File: src/rtl/cmp_sched_pkg.sv
// rtl/cmp_sched_pkg.sv - RISC-V opcode/func3 defines and requester IDs shared by the compare scheduler
package cmp_sched_pkg;

    localparam logic [6:0] OPCODE_RTYPE = 7'b0110011;
    localparam logic [6:0] OPCODE_ITYPE = 7'b0010011;
    localparam logic [6:0] OPCODE_BTYPE = 7'b1100011;

    localparam logic [2:0] F3_SLT  = 3'b010;
    localparam logic [2:0] F3_SLTU = 3'b011;

    localparam logic [2:0] F3_BEQ  = 3'b000;
    localparam logic [2:0] F3_BNE  = 3'b001;
    localparam logic [2:0] F3_BLT  = 3'b100;
    localparam logic [2:0] F3_BGE  = 3'b101;
    localparam logic [2:0] F3_BLTU = 3'b110;
    localparam logic [2:0] F3_BGEU = 3'b111;

    localparam logic [31:0] ZERO = 32'h0000_0000;

    localparam logic REQ_EXE = 1'b0;
    localparam logic REQ_BR  = 1'b1;

endpackage

File: src/rtl/comparator_alu.sv
// rtl/comparator_alu.sv - combinational set-less-than unit for R/I-type SLT and SLTU
module comparator_alu
    import cmp_sched_pkg::*;
(
    input  logic [31:0] op1,
    input  logic [31:0] op2,
    input  logic [6:0]  opcode,
    input  logic [2:0]  func3,
    output logic [31:0] result
);

    logic is_cmp_opcode;

    always_comb begin
        is_cmp_opcode = (opcode == OPCODE_RTYPE) || (opcode == OPCODE_ITYPE);
        result        = ZERO;
        if (is_cmp_opcode) begin
            if (func3 == F3_SLT) begin
                result = {31'b0, ($signed(op1) < $signed(op2))};
            end else if (func3 == F3_SLTU) begin
                result = {31'b0, (op1 < op2)};
            end
        end
    end

endmodule

File: src/rtl/cmp_sched.sv
// rtl/cmp_sched.sv - round-robin sharing of one comparator between SLT requests and branch resolution
module cmp_sched
    import cmp_sched_pkg::*;
(
    input  logic        clk,
    input  logic        rst_n,
    input  logic        r0_valid,
    output logic        r0_ready,
    input  logic [31:0] r0_op1,
    input  logic [31:0] r0_op2,
    input  logic [6:0]  r0_opcode,
    input  logic [2:0]  r0_func3,
    input  logic        r1_valid,
    output logic        r1_ready,
    input  logic [31:0] r1_op1,
    input  logic [31:0] r1_op2,
    input  logic [2:0]  r1_func3,
    output logic        rsp_valid,
    input  logic        rsp_ready,
    output logic        rsp_id,
    output logic [31:0] rsp_result
);

    logic        prio;
    logic        can_issue;
    logic        grant_r0;
    logic        grant_r1;
    logic        issue;

    logic [31:0] alu_op1;
    logic [31:0] alu_op2;
    logic [6:0]  alu_opcode;
    logic [2:0]  alu_func3;
    logic [31:0] alu_result;

    logic [2:0]  br_func3;
    logic        br_eq;
    logic        br_taken;
    logic [31:0] issue_result;

    always_comb begin
        can_issue = !rsp_valid || rsp_ready;
        grant_r1  = r1_valid && (!r0_valid || prio);
        grant_r0  = r0_valid && !grant_r1;
        issue     = can_issue && (grant_r0 || grant_r1);
        r0_ready  = can_issue && grant_r0;
        r1_ready  = can_issue && grant_r1;
    end

    // Signed/unsigned branch conditions reuse SLT/SLTU; the equality pair never touches the ALU.
    always_comb begin
        case (r1_func3)
            F3_BLTU, F3_BGEU: br_func3 = F3_SLTU;
            default:          br_func3 = F3_SLT;
        endcase
    end

    always_comb begin
        if (grant_r1) begin
            alu_op1    = r1_op1;
            alu_op2    = r1_op2;
            alu_opcode = OPCODE_RTYPE;
            alu_func3  = br_func3;
        end else begin
            alu_op1    = r0_op1;
            alu_op2    = r0_op2;
            alu_opcode = r0_opcode;
            alu_func3  = r0_func3;
        end
    end

    comparator_alu u_alu (
        .op1    (alu_op1),
        .op2    (alu_op2),
        .opcode (alu_opcode),
        .func3  (alu_func3),
        .result (alu_result)
    );

    always_comb begin
        br_eq = (r1_op1 == r1_op2);
        case (r1_func3)
            F3_BLT, F3_BLTU: br_taken = alu_result[0];
            F3_BGE, F3_BGEU: br_taken = !alu_result[0];
            F3_BEQ:          br_taken = br_eq;
            F3_BNE:          br_taken = !br_eq;
            default:         br_taken = 1'b0;
        endcase
        issue_result = grant_r1 ? {31'b0, br_taken} : alu_result;
    end

    always_ff @(posedge clk or negedge rst_n) begin
        if (!rst_n) begin
            rsp_valid  <= 1'b0;
            rsp_id     <= REQ_EXE;
            rsp_result <= ZERO;
            prio       <= 1'b0;
        end else if (issue) begin
            rsp_valid  <= 1'b1;
            rsp_id     <= grant_r1 ? REQ_BR : REQ_EXE;
            rsp_result <= issue_result;
            prio       <= !grant_r1;
        end else if (rsp_ready) begin
            rsp_valid  <= 1'b0;
        end
    end

endmodule

File: config.mk
export PLATFORM = sky130hd
export DESIGN_NAME = cmp_sched
export DESIGN_NICKNAME = d
export VERILOG_FILES = /design/src/rtl/cmp_sched_pkg.sv /design/src/rtl/comparator_alu.sv /design/src/rtl/cmp_sched.sv
export SDC_FILE = /design/constraint.sdc
export NUM_CORES = 1
export LEC_CHECK = 0
export ABC_AREA = 1
export ABC_CLOCK_PERIOD_IN_PS = 4200
export BUFFER_PORTS_ARGS = -buffer_cell sky130_fd_sc_hd__buf_2
export CAP_MARGIN = 20
export CORE_UTILIZATION = 45
export DETAILED_ROUTE_END_ITERATION = 8
export PLACE_DENSITY = 0.95
export SETUP_SLACK_MARGIN = 0.02
export SLEW_MARGIN = 10
export SYNTH_ARGS = -nofsm -noshare
export SYNTH_HDL_FRONTEND = slang
export SYNTH_SLANG_ARGS = --single-unit
File: constraint.sdc
create_clock -name clk -period 4.2 [get_ports clk]
set_input_delay 0.42 -clock clk [delete_from_list [all_inputs] [get_ports clk]]
set_output_delay 0.42 -clock clk [all_outputs]
set_load 0.1 [all_outputs]
==> results of run 1 <==
==> worst min path at each step <==
stage | to | slack, ns | cells after the start
after floorplan | prio$_DFFE_PN0P_ | 0.12 | 0
after global placement | rsp_id$_DFFE_PN0P_ | 0.23 | 1
after detailed placement | rsp_id$_DFFE_PN0P_ | 0.24 | 1
after CTS | rsp_id$_DFFE_PN0P_ | 0.008 | 1
after global routing | prio$_DFFE_PN0P_ | 0.008 | 1
final | prio$_DFFE_PN0P_ | 0.003 | 1
==> cell type report <==
type                            instances  share of cell area
Multi-Input combinational cell        342               0.633
Timing Repair Buffer                  151               0.246
Inverter                               39              0.0473
Sequential cell                         4              0.0323
Tap cell                               70              0.0283
Clock buffer                            3              0.0133
==> worst max-delay path, stage by stage (launching register included) <==
cell and delay (ns):
dfrtp_1 0.36, inv_2 0.06, nand2_2 0.06, nand2_4 0.05, buf_4 0.62, mux2i_1 0.29
ha_1 0.27, a21oi_1 0.17, o21ai_1 0.08, nand2_1 0.06, o211ai_1 0.09, a21oi_1 0.19
nand2_1 0.09, nand2_2 0.07, nand3_2 0.07, nand2_1 0.08, nand3_1 0.06, nand2_1 0.06
nand2_1 0.05
==> per-layer routing <==
layer / GRT usage / wire length [microns]
met1: 0.197 / 2380
met2: 0.487 / 3530
met3: 0.0214 / 319
met4: 0.0818 / 185
met5: 0 / 0
==> synthesized netlist by cell type <==
| master | n | share of area |
|---|---|---|
| a21oi_2 | 1 | 0.0037 |
| nand2_4 | 1 | 0.0047 |
| o221ai_1 | 1 | 0.0037 |
| nor2_2 | 2 | 0.0053 |
| buf_4 | 31 | 0.098 |
| ha_1 | 31 | 0.16 |
| a211oi_2 | 1 | 0.0053 |
| inv_1 | 34 | 0.054 |
| nand2_1 | 136 | 0.22 |
| buf_2 | 3 | 0.0063 |
| nor4b_1 | 1 | 0.0037 |
| conb_1 | 1 | 0.0016 |
| o21ai_1 | 2 | 0.0042 |
| nand3_2 | 1 | 0.0042 |
| mux2i_1 | 22 | 0.093 |
| nand4_1 | 4 | 0.011 |
| and3_1 | 1 | 0.0026 |
| xor2_1 | 13 | 0.048 |
| o211ai_1 | 1 | 0.0032 |
| a21oi_1 | 17 | 0.036 |
| nor2_1 | 15 | 0.024 |
| o21a_1 | 1 | 0.0032 |
| inv_2 | 5 | 0.0079 |
| o21ai_0 | 22 | 0.046 |
| xnor2_1 | 9 | 0.033 |
| nor4_1 | 2 | 0.0053 |
| nand2_2 | 3 | 0.0079 |
| nand3_1 | 14 | 0.030 |
| nor3b_1 | 1 | 0.0032 |
| dfrtp_1 | 4 | 0.042 |
| clkbuf_1 | 8 | 0.013 |
| nor3_1 | 9 | 0.019 |
==> sequential cells by signal (all words and copies together), names as in the netlist <==
register	count
prio	1
rsp_id	1
rsp_result	1
rsp_valid	1
==> logic make-up (layout without fill, tap and decap cells) <==
logic type | after synthesis | in the layout
compound gates | 46 | 46
xor+xnor | 22 | 22
fa+ha+maj | 31 | 31
buf+inv | 81 | 193
flops | 4 | 4
mux | 22 | 22
other cells | 1 | 31
simple gates | 190 | 190
==> metrics by stage <==
stage | cells | utilization | area, sq um | hold slack, ns | setup slack [ns]
after floorplan | 427 | - | 2490 | 0.124 | 1.48
after global placement | 606 | 0.598 | 3060 | 0.227 | 1.13
final | 609 | 0.607 | 3100 | 0.00308 | 1.26
after global routing | 609 | 0.607 | 3100 | 0.00817 | 0.925
after CTS | 609 | 0.607 | 3100 | 0.00767 | 1.25
after detailed placement | 606 | 0.598 | 3060 | 0.235 | 1.08
==> power by group <==
part           switching, mW  total (mW)  internal (mW)
registers            0.00392      0.0500         0.0461
clock network         0.0205      0.0817         0.0611
logic                  0.386       0.564          0.178
total                  0.411       0.695          0.285
==> summary.md, run 1 <==
| Metric | Value |
|---|---|
| Status | `completed` |
| H-tree depth | `1` |
| Synth Register Bits | `4` |
| Die height | `around 75 microns` |
| Crit start category | `flop` |
| Post-CTS Setup Inserts | `0` |
| Drt wl/cell | `10.5 microns` |
| F_max | `about 0.34 GHz` |
| Largest family of logic cells by synthesized area | `simple AND/OR/NAND/NOR gates` |
| YS warnings | `0` |
| Core Region | `roughly 0.0051 sq mm` |
| Hold WC Path Type | `in -> async` |
| Fin. Hold Viols | `0` |
| Clk_lat worst skew | `about 0.22 ns` |
| Vias | `2942` |
| Slew @ Worst Pin | `just under 0.8 ns` |
| I/O Buffers | `roughly 150` |
| VDD IR max | `225 uV` |
| Post-Synth Simple-Gate Area | `0.335` |
| Slew HR | `0.484` |
| GRT overflow | `0` |
| Unique masters post-synth | `32` |
| Endpoints failing setup | `0` |
| Worst r2r dst | `rsp_result[0]$_DFFE_PN0P_` |
| R2R setup slack | `1.26 ns` |
| Period utilization | `0.700` |
| GP Congestion | `roughly 0.78` |
| # rows | `26` |
| Most frequent cells in the layout | `buf_2, nand2_1, inv_1` |
| Filler instances | `496` |
| Worst Path Max Fanout | `68` |
| Vias in the first global route | `approximately 2700` |
| Pin count of the biggest net entering global routing | `69` |
| Clock slew seen by the registers of the worst setup and hold paths | `roughly 0.030 ns` |
| Clock root cell | `clkbuf_8` |
| Clock Path Buffers | `2` |
| Seq/Total Area, Yosys | `0.0422` |
| Starting Density | `0.465` |
| Post-Route WL | `between 6000 and 7000 microns` |
| Crit end category | `flop` |
| Layout area overhead | `30.5%` |
| PostCTS Resize Cnt | `0` |
| GRT Total Usage | `0.220` |
| Reg2reg path depth | `18` |
| Max-slew violations | `0` |
| Syn_area_per_cell | `about 6.0 sq um` |
| Area of the multi-input gates | `~0.0020 sq mm` |
| RSZ-0062 raised after global routing | `no` |
| Fraction of layout cells with a size suffix above 1 | `0.312` |
| DR iter-0 viols | `43` |
| DIE WIDTH | `74.6 microns` |
| Synthesized area | `roughly 0.0024 sq mm` |
| DPL Wire Length | `between 5000 and 6000 microns` |
| Critical path arrival | `~3.0 ns` |
| Compound-cell area share of the yosys netlist | `0.105` |
| DR vias/cell | `~4.8` |
| Post-CTS Hold Fix Bufs | `0` |
| Synth Area in XOR/XNOR | `0.0812` |
| Die area | `approximately 0.0056 sq mm` |
| Setup CP Type | `reg -> reg` |
| Initial antenna violation count | `0` |
| Clock tree sinks | `4` |
| Post-route DRC violation count | `0` |
| Fin crit period | `slightly below 3 ns` |
| Total negative slack | `0 ns` |
| Fin nets | `between 700 and 800` |
| Power per cell area | `~220 mW/mm^2` |
| Ports | `about 180` |
| Multiplexer share of the synthesized area | `0.0928` |
| Overall power | `0.695 mW` |
| First-pass GRT wire length | `~9800 microns` |
| Clock Skews | `roughly 0.0030 ns` |
| Post-route ant nets | `0` |
| Setup crit end | `rsp_result[0]$_DFFE_PN0P_` |
| Total CTS buffers | `3` |
| Pleak | `1.95 nW` |
| Synthesized-area fraction occupied by adder cells | `0.163` |
| Cells after Synth | `~400` |
| RR Startpoint | `prio$_DFFE_PN0P_` |
| Max-cap violations | `0` |
| CTS tree | `built` |
| Worst EP required | `around 4.3 ns` |
| Area occupied by registers | `approximately 100 sq um` |
| CP startpoint | `prio$_DFFE_PN0P_` |
| DRT Pass-1 Iters | `4` |
| N_diodes | `0` |
| Commonest non-fill, non-tap cell in the layout | `buf_2` |
Power figures use the tool's default switching activity.
==> run 2: changes to the inputs <==
ABC_CLOCK_PERIOD_IN_PS = 2800   (was 4200)
CORE_UTILIZATION = 41   (was 45)
PLACE_DENSITY = 0.89   (was 0.95)
clock period = 2.8 ns   (was 4.2 ns; I/O delays follow)
==> run 2 against run 1 <==
  * Routed wire length increased by 2.9%
  * Highest routed layer unchanged
  * Utilization decreased by 3.7 points
  * First-iteration DRC count increased to 2.6 times the previous value
  * Power increased by 53%
  * Largest power group unchanged
  * Sequential power increased by 49%
  * Cell area increased by 1.8%
  * Clock skew about the same
==> summary.md, run 2 (synthesized netlist as in run 1, its figures left out) <==
| Metric | Value |
|---|---|
| Status | `completed` |
| Final WS setup | `0.198 ns (-1.06 ns)` |
| Reg2reg path depth | `18 (unchanged)` |
| Overall power | `1.06 mW (+53%)` |
| CP max stage cell | `dfrtp_1` |
| DR vias/cell | `4.76 (-1.5%)` |
| Vias | `2922 (-0.68%)` |
| Cell Chain, Critical Path | `inv_2, nand2_2, nand2_4, inv_1, buf_4, nand2_1, nand2_1, ha_1, nand4_1, nor3_1, and3_1, nand2_1, nand3_1, nand3_2, nand2_1, nand3_1, nand2_1, nand2_1` |
| Clock Skews | `0.00270 ns (-0.000332 ns)` |
| Max-cap violations | `0 (unchanged)` |
| Most common cell on crit path | `nand2_1` |
| Post-Route WL | `6600 microns (+2.9%)` |
| GRT overflow | `0 (unchanged)` |
| Post-route DRC violation count | `0 (unchanged)` |
| Crit end category | `flop` |
| Fin util | `0.569 (-0.0372)` |
| Clock slew seen by the registers of the worst setup and hold paths | `0.03 ns (about the same)` |
| Initial antenna violation count | `0 (unchanged)` |
| VDD IR max | `195 uV (-14%)` |
| First-pass GRT wire length | `11100 microns (+12%)` |
| F_max | `0.384 GHz (+13%)` |
| N_diodes | `0 (unchanged)` |
| Endpoints failing setup | `0 (unchanged)` |
| Commonest non-fill, non-tap cell in the layout | `buf_2` |
| Area after DPL | `0.00310 sq mm (+1.4%)` |
| Fin. Hold Viols | `0 (unchanged)` |
| Crit start category | `flop` |
| Power per cell area | `337 mW/mm^2 (+50%)` |
| Pleak | `1.97 nW (+1.2%)` |
| GP Congestion | `0.791 (+1.4%)` |
| Core Region | `0.00554 sq mm (+8.5%)` |
| H-tree depth | `1 (unchanged)` |
| Fraction of layout cells with a size suffix above 1 | `0.315 (+0.00381)` |
| Post-route ant nets | `0 (unchanged)` |
| Clock Path Buffers | `2 (unchanged)` |
| Die area | `0.00610 sq mm (+9.5%)` |
| Crit path buf inv count | `3 (+1)` |
| DRT Pass-1 Iters | `4 (unchanged)` |
| Clock tree sinks | `4 (unchanged)` |
| Worst r2r dst | `rsp_result[0]$_DFFE_PN0P_` |
| Post-Place Setup Slack | `0.266 ns (-0.816 ns)` |
| Hold WC Path Type | `in -> reg` |
| Total negative slack | `0 ns (unchanged)` |
| Fin nets | `721 (+0.42%)` |
| Final Non-Filler Cells | `614 (+0.82%)` |
| Drt wl/cell | `10.7 microns (+2.0%)` |
| # rows | `27 (+3.8%)` |
| RR Startpoint | `prio$_DFFE_PN0P_` |
| Die height | `78.1 microns (+4.6%)` |
| Period utilization | `0.929 (+0.230)` |
| I/O Buffers | `149 (unchanged)` |
| Max-slew violations | `0 (unchanged)` |
| Ports | `182 (unchanged)` |
| Pin count of the biggest net entering global routing | `35 (-49%)` |
| DIE WIDTH | `78.1 microns (+4.6%)` |
| Fin crit period | `2.60 ns (-0.336 ns)` |
| Clock root cell | `clkbuf_8` |
| Worst EP required | `2.90 ns (-1.40 ns)` |
| R2R setup slack | `0.20 ns (-1.06 ns)` |
| Hold WS | `0.335 ns (+0.332 ns)` |
| Most frequent cells in the layout | `buf_2, nand2_1, inv_1` |
| RSZ-0062 raised after global routing | `no` |
| Cell family with most CP delay | `simple AND/OR/NAND/NOR gates` |
| Placed Instances | `610 (+0.66%)` |
| Critical path arrival | `2.71 ns (-0.33 ns)` |
| Starting Density | `0.428 (-0.0363)` |
| CTS tree | `built` |
| Worst hold path endpoint | `rsp_valid$_DFFE_PN0P_` |
| Post-route cell area | `0.00315 sq mm (+1.8%)` |
| Clk_lat worst skew | `0.22 ns (about the same)` |
| Total CTS buffers | `3 (unchanged)` |
| Hold Crit Depth | `4` |
| DPL Wire Length | `5670 microns (+2.1%)` |
| Layout area overhead | `32.9%` |
| Hold path start | `rsp_ready` |
| DR iter-0 viols | `110 (+160%)` |
| Worst Path Max Fanout | `25 (-63%)` |
| Vias in the first global route | `2827 (+5.4%)` |
| GRT Total Usage | `0.216 (-0.00453)` |
| Crit path largest cell delay | `0.36 ns (-0.26 ns)` |
| Setup CP Type | `reg -> reg` |
run 2: cell count changes in the layout (fill, tap and decap cells not counted):
cell,previous run,this run
dlygate4sd3_1,0,1
a21oi_1,17,16
buf_12,0,2
a21oi_2,1,2
run 2: area by class of cell:
| type | count | area, sq um |
|---|---|---|
| Multi-Input combinational cell | 342 | 1970 |
| Fill cell | 550 | 2390 |
| Clock buffer | 3 | 41.3 |
| Sequential cell | 4 | 100 |
| Inverter | 39 | 146 |
| Timing Repair Buffer | 154 | 811 |
| Tap cell | 72 | 90.1 |
run 2: routing by layer:
metal | vias up | part of all wire | track usage
met4 | 0 | 0.0036 | 0.0315
met2 | 127 | 0.53 | 0.450
met1 | 1277 | 0.40 | 0.234
li1 | 1514 | - | -
met5 | - | 0 | 0
met3 | 4 | 0.058 | 0.0174
run 2: repair_timing:
action	CTS	global route
resized for setup	0	1
buffers inserted	0	0
hold buffers	1	0
setup endpoints to repair	0	1
hold endpoints to repair	4	0
run 2: worst max path at each step:
stage | depth (start not counted) | endpoint | slack, ns | from
final | 18 | rsp_result[0]$_DFFE_PN0P_ | 0.20 | prio$_DFFE_PN0P_
after CTS | 20 | rsp_result[0]$_DFFE_PN0P_ | 0.25 | prio$_DFFE_PN0P_
after floorplan | 7 | rsp_result[0]$_DFFE_PN0P_ | 0.08 | rsp_valid$_DFFE_PN0P_
after global placement | 19 | rsp_result[0]$_DFFE_PN0P_ | 0.33 | r0_valid
after detailed placement | 20 | rsp_result[0]$_DFFE_PN0P_ | 0.27 | prio$_DFFE_PN0P_
after global routing | 20 | rsp_result[0]$_DFFE_PN0P_ | 0.05 | prio$_DFFE_PN0P_
run 2: worst register-to-register path, cell delays in order (launching register included):
cell and delay, ns:
dfrtp_1 0.36, inv_2 0.06, nand2_2 0.07, nand2_4 0.09
inv_1 0.06, buf_4 0.21, nand2_1 0.09, nand2_1 0.05
ha_1 0.35, nand4_1 0.15, nor3_1 0.27, and3_1 0.20
nand2_1 0.08, nand3_1 0.12, nand3_2 0.10, nand2_1 0.08
nand3_1 0.06, nand2_1 0.06, nand2_1 0.04
run 2: where the power goes:
part | leakage [nW] | internal (mW) | switching (mW)
registers | 0.0468 | 0.0691 | 0.00552
clock network | 0.0216 | 0.0919 | 0.0321
logic | 1.90 | 0.279 | 0.584
total | 1.97 | 0.440 | 0.622
==> run 3: changes to the inputs <==
ABC_CLOCK_PERIOD_IN_PS = 3300   (was 2800)
CORE_UTILIZATION = 45   (was 41)
PLACE_DENSITY = 0.95   (was 0.89)
clock period = 3.3 ns   (was 2.8 ns; I/O delays follow)
==> run 3 against run 2 <==
  * Critical path depth grew 4
  * Power shrank 15%
  * Die area shrank 8.7%
  * Highest routed layer unchanged
  * Maximum frequency shrank 3.7%
==> summary.md, run 3 (synthesized netlist as in run 1, its figures left out) <==
| Metric | Value |
|---|---|
| Final Non-Filler Cells | `612 (-0.33%)` |
| Commonest non-fill, non-tap cell in the layout | `buf_2` |
| Endpoints failing setup | `0 (unchanged)` |
| H-tree depth | `1 (unchanged)` |
| Pin count of the biggest net entering global routing | `69 (+97%)` |
| Max-cap violations | `0 (unchanged)` |
| Total negative slack | `0 ns (unchanged)` |
| Clock root cell | `clkbuf_8` |
| I/O Buffers | `149 (unchanged)` |
| Period utilization | `0.819 (-0.110)` |
| P_sw | `0.530 mW (-15%)` |
| DR vias/cell | `4.82 (+1.3%)` |
| Power per cell area | `287 mW/mm^2 (-15%)` |
| Crit end category | `flop` |
| Worst Path Max Fanout | `15 (-40%)` |
| Post-route ant nets | `0 (unchanged)` |
| Die area | `0.00557 sq mm (-8.7%)` |
| Post-Route WL | `6550 microns (-0.79%)` |
| Clock network power share | `0.118 (about the same)` |
| Total CTS buffers | `3 (unchanged)` |
| DR iter-0 viols | `41 (-63%)` |
| Post-CTS Setup Inserts | `0 (unchanged)` |
| Clock Path Buffers | `2 (unchanged)` |
| Fin. Hold Viols | `0 (unchanged)` |
| Fin nets | `720 (-0.14%)` |
| Clk_lat worst skew | `0.22 ns (about the same)` |
| Starting Density | `0.465 (+0.0363)` |
| Drt wl/cell | `10.7 microns (-0.46%)` |
| CTS tree | `built` |
| Die height | `74.6 microns (-4.4%)` |
| Critical path arrival | `2.80 ns (+0.09 ns)` |
| Placed Instances | `607 (-0.49%)` |
| Combinational share of power | `0.811 (-0.002)` |
| VDD IR max | `233 uV (+19%)` |
| Crit start category | `flop` |
| Setup CP Type | `reg -> reg` |
| GRT overflow | `0 (unchanged)` |
| Core Region | `0.00511 sq mm (-7.8%)` |
| RSZ-0062 raised after global routing | `no` |
| DRT Pass-1 Iters | `4 (unchanged)` |
| Status | `completed` |
| # rows | `26 (-3.7%)` |
| Layout area overhead | `31.9%` |
| Reg power frac | `0.071 (about the same)` |
| Vias | `2950 (+0.96%)` |
| First-pass GRT wire length | `10300 microns (-7.1%)` |
| Clock Skews | `0.00894 ns (+0.00624 ns)` |
| Worst EP required | `3.40 ns (+0.50 ns)` |
| Clock slew seen by the registers of the worst setup and hold paths | `0.04 ns (about the same)` |
| Post-route DRC violation count | `0 (unchanged)` |
| Clock tree sinks | `4 (unchanged)` |
| DIE WIDTH | `74.6 microns (-4.4%)` |
| F_max | `0.370 GHz (-3.7%)` |
| Post-CTS Hold Fix Bufs | `1 (unchanged)` |
| Most frequent cells in the layout | `buf_2, nand2_1, inv_1` |
| Fraction of layout cells with a size suffix above 1 | `0.312 (-0.00311)` |
| Hold WC Path Type | `in -> reg` |
| GP Congestion | `0.791 (-0.11%)` |
| Fin crit period | `2.70 ns (+0.100 ns)` |
| Initial antenna violation count | `0 (unchanged)` |
| Vias in the first global route | `2751 (-2.7%)` |
| Power Internal | `0.368 mW (-16%)` |
| DPL Wire Length | `5590 microns (-1.4%)` |
| PostCTS Resize Cnt | `0 (unchanged)` |
| Switch share | `0.590 (+0.00449)` |
| Max-slew violations | `0 (unchanged)` |
| GRT Total Usage | `0.229 (+0.0134)` |
| Pleak | `1.96 nW (-0.50%)` |
| Ports | `182 (unchanged)` |
## run 3: changes by cell type in the layout (fill, tap and decap cells not counted)
| cell | previous run | this run |
|---|---|---|
| a21oi_2 | 2 | 1 |
| a21oi_1 | 16 | 17 |
| buf_12 | 2 | 1 |
| diode_2 | 0 | 1 |
## run 3: worst max-delay path, cell delays in order (launching register included)
cell	delay [ns]
dfrtp_1	0.33
inv_2	0.04
nand2_2	0.07
nand2_4	0.06
inv_1	0.33
buf_4	0.29
nand2_1	0.07
nand2_1	0.07
ha_1	0.24
a21oi_1	0.15
nor2_1	0.06
a211oi_2	0.13
nand2_1	0.09
nand2_1	0.06
nand2_1	0.06
nand2_1	0.08
nand2_1	0.06
nand2_2	0.07
nand3_2	0.07
nand2_1	0.07
nand3_1	0.06
nand2_1	0.06
nand2_1	0.05
## run 3: per-layer routing
layer	vias to the layer above	track usage	wire length [microns]
li1	1515	-	-
met1	1304	0.211	2480
met2	121	0.519	3680
met3	10	0.0147	323
met4	0	0.0566	65
met5	-	0	0
## run 3: stage by stage
step | utilization | hold WS, ns | setup WS [ns] | area (sq um) | power, mW
2_1_floorplan | - | 0.0344 | 0.582 | 2490 | 0.634
3_3_place_gp | 0.602 | 0.137 | 0.569 | 3080 | 0.766
3_5_place_dp | 0.602 | 0.142 | 0.500 | 3080 | 0.790
4_1_cts | 0.612 | 0.397 | 0.563 | 3130 | 0.901
5_1_grt | 0.612 | 0.425 | 0.369 | 3130 | 0.982
6_report | 0.613 | 0.402 | 0.597 | 3130 | 0.898
## run 3: final cells by class
type,count,area [sq um]
fill,491,1980
multi-input combinational,342,1960
timing repair buffer,153,791
inverter,39,146
sequential,4,100
tap,70,87.6
clock buffer,3,41.3
antenna,1,2.50
## run 3: path summary, 6_finish.rpt
path                                        endpoint  depth (start not counted)          startpoint  slack, ns
max                        rsp_result[0]$_DFFE_PN0P_                         22    prio$_DFFE_PN0P_       0.60
min                            rsp_valid$_DFFE_PN0P_                          4           rsp_ready       0.40
max reg2reg                rsp_result[0]$_DFFE_PN0P_                         22    prio$_DFFE_PN0P_       0.60
min reg2reg                       rsp_id$_DFFE_PN0P_                          2  rsp_id$_DFFE_PN0P_       0.52
max in group asynchronous  rsp_result[0]$_DFFE_PN0P_                          2               rst_n       2.67
min in group asynchronous      rsp_valid$_DFFE_PN0P_                          2               rst_n       0.50
## run 3: power by group through the flow
stage / Sequential, mW / Clock [mW] / Combinational [mW]
after floorplan: 0.112 / 0 / 0.522
after global placement: 0.0629 / 0 / 0.703
after detailed placement: 0.0640 / 0 / 0.726
after CTS: 0.0634 / 0.106 / 0.732
after global routing: 0.0644 / 0.110 / 0.807
final: 0.0637 / 0.106 / 0.728
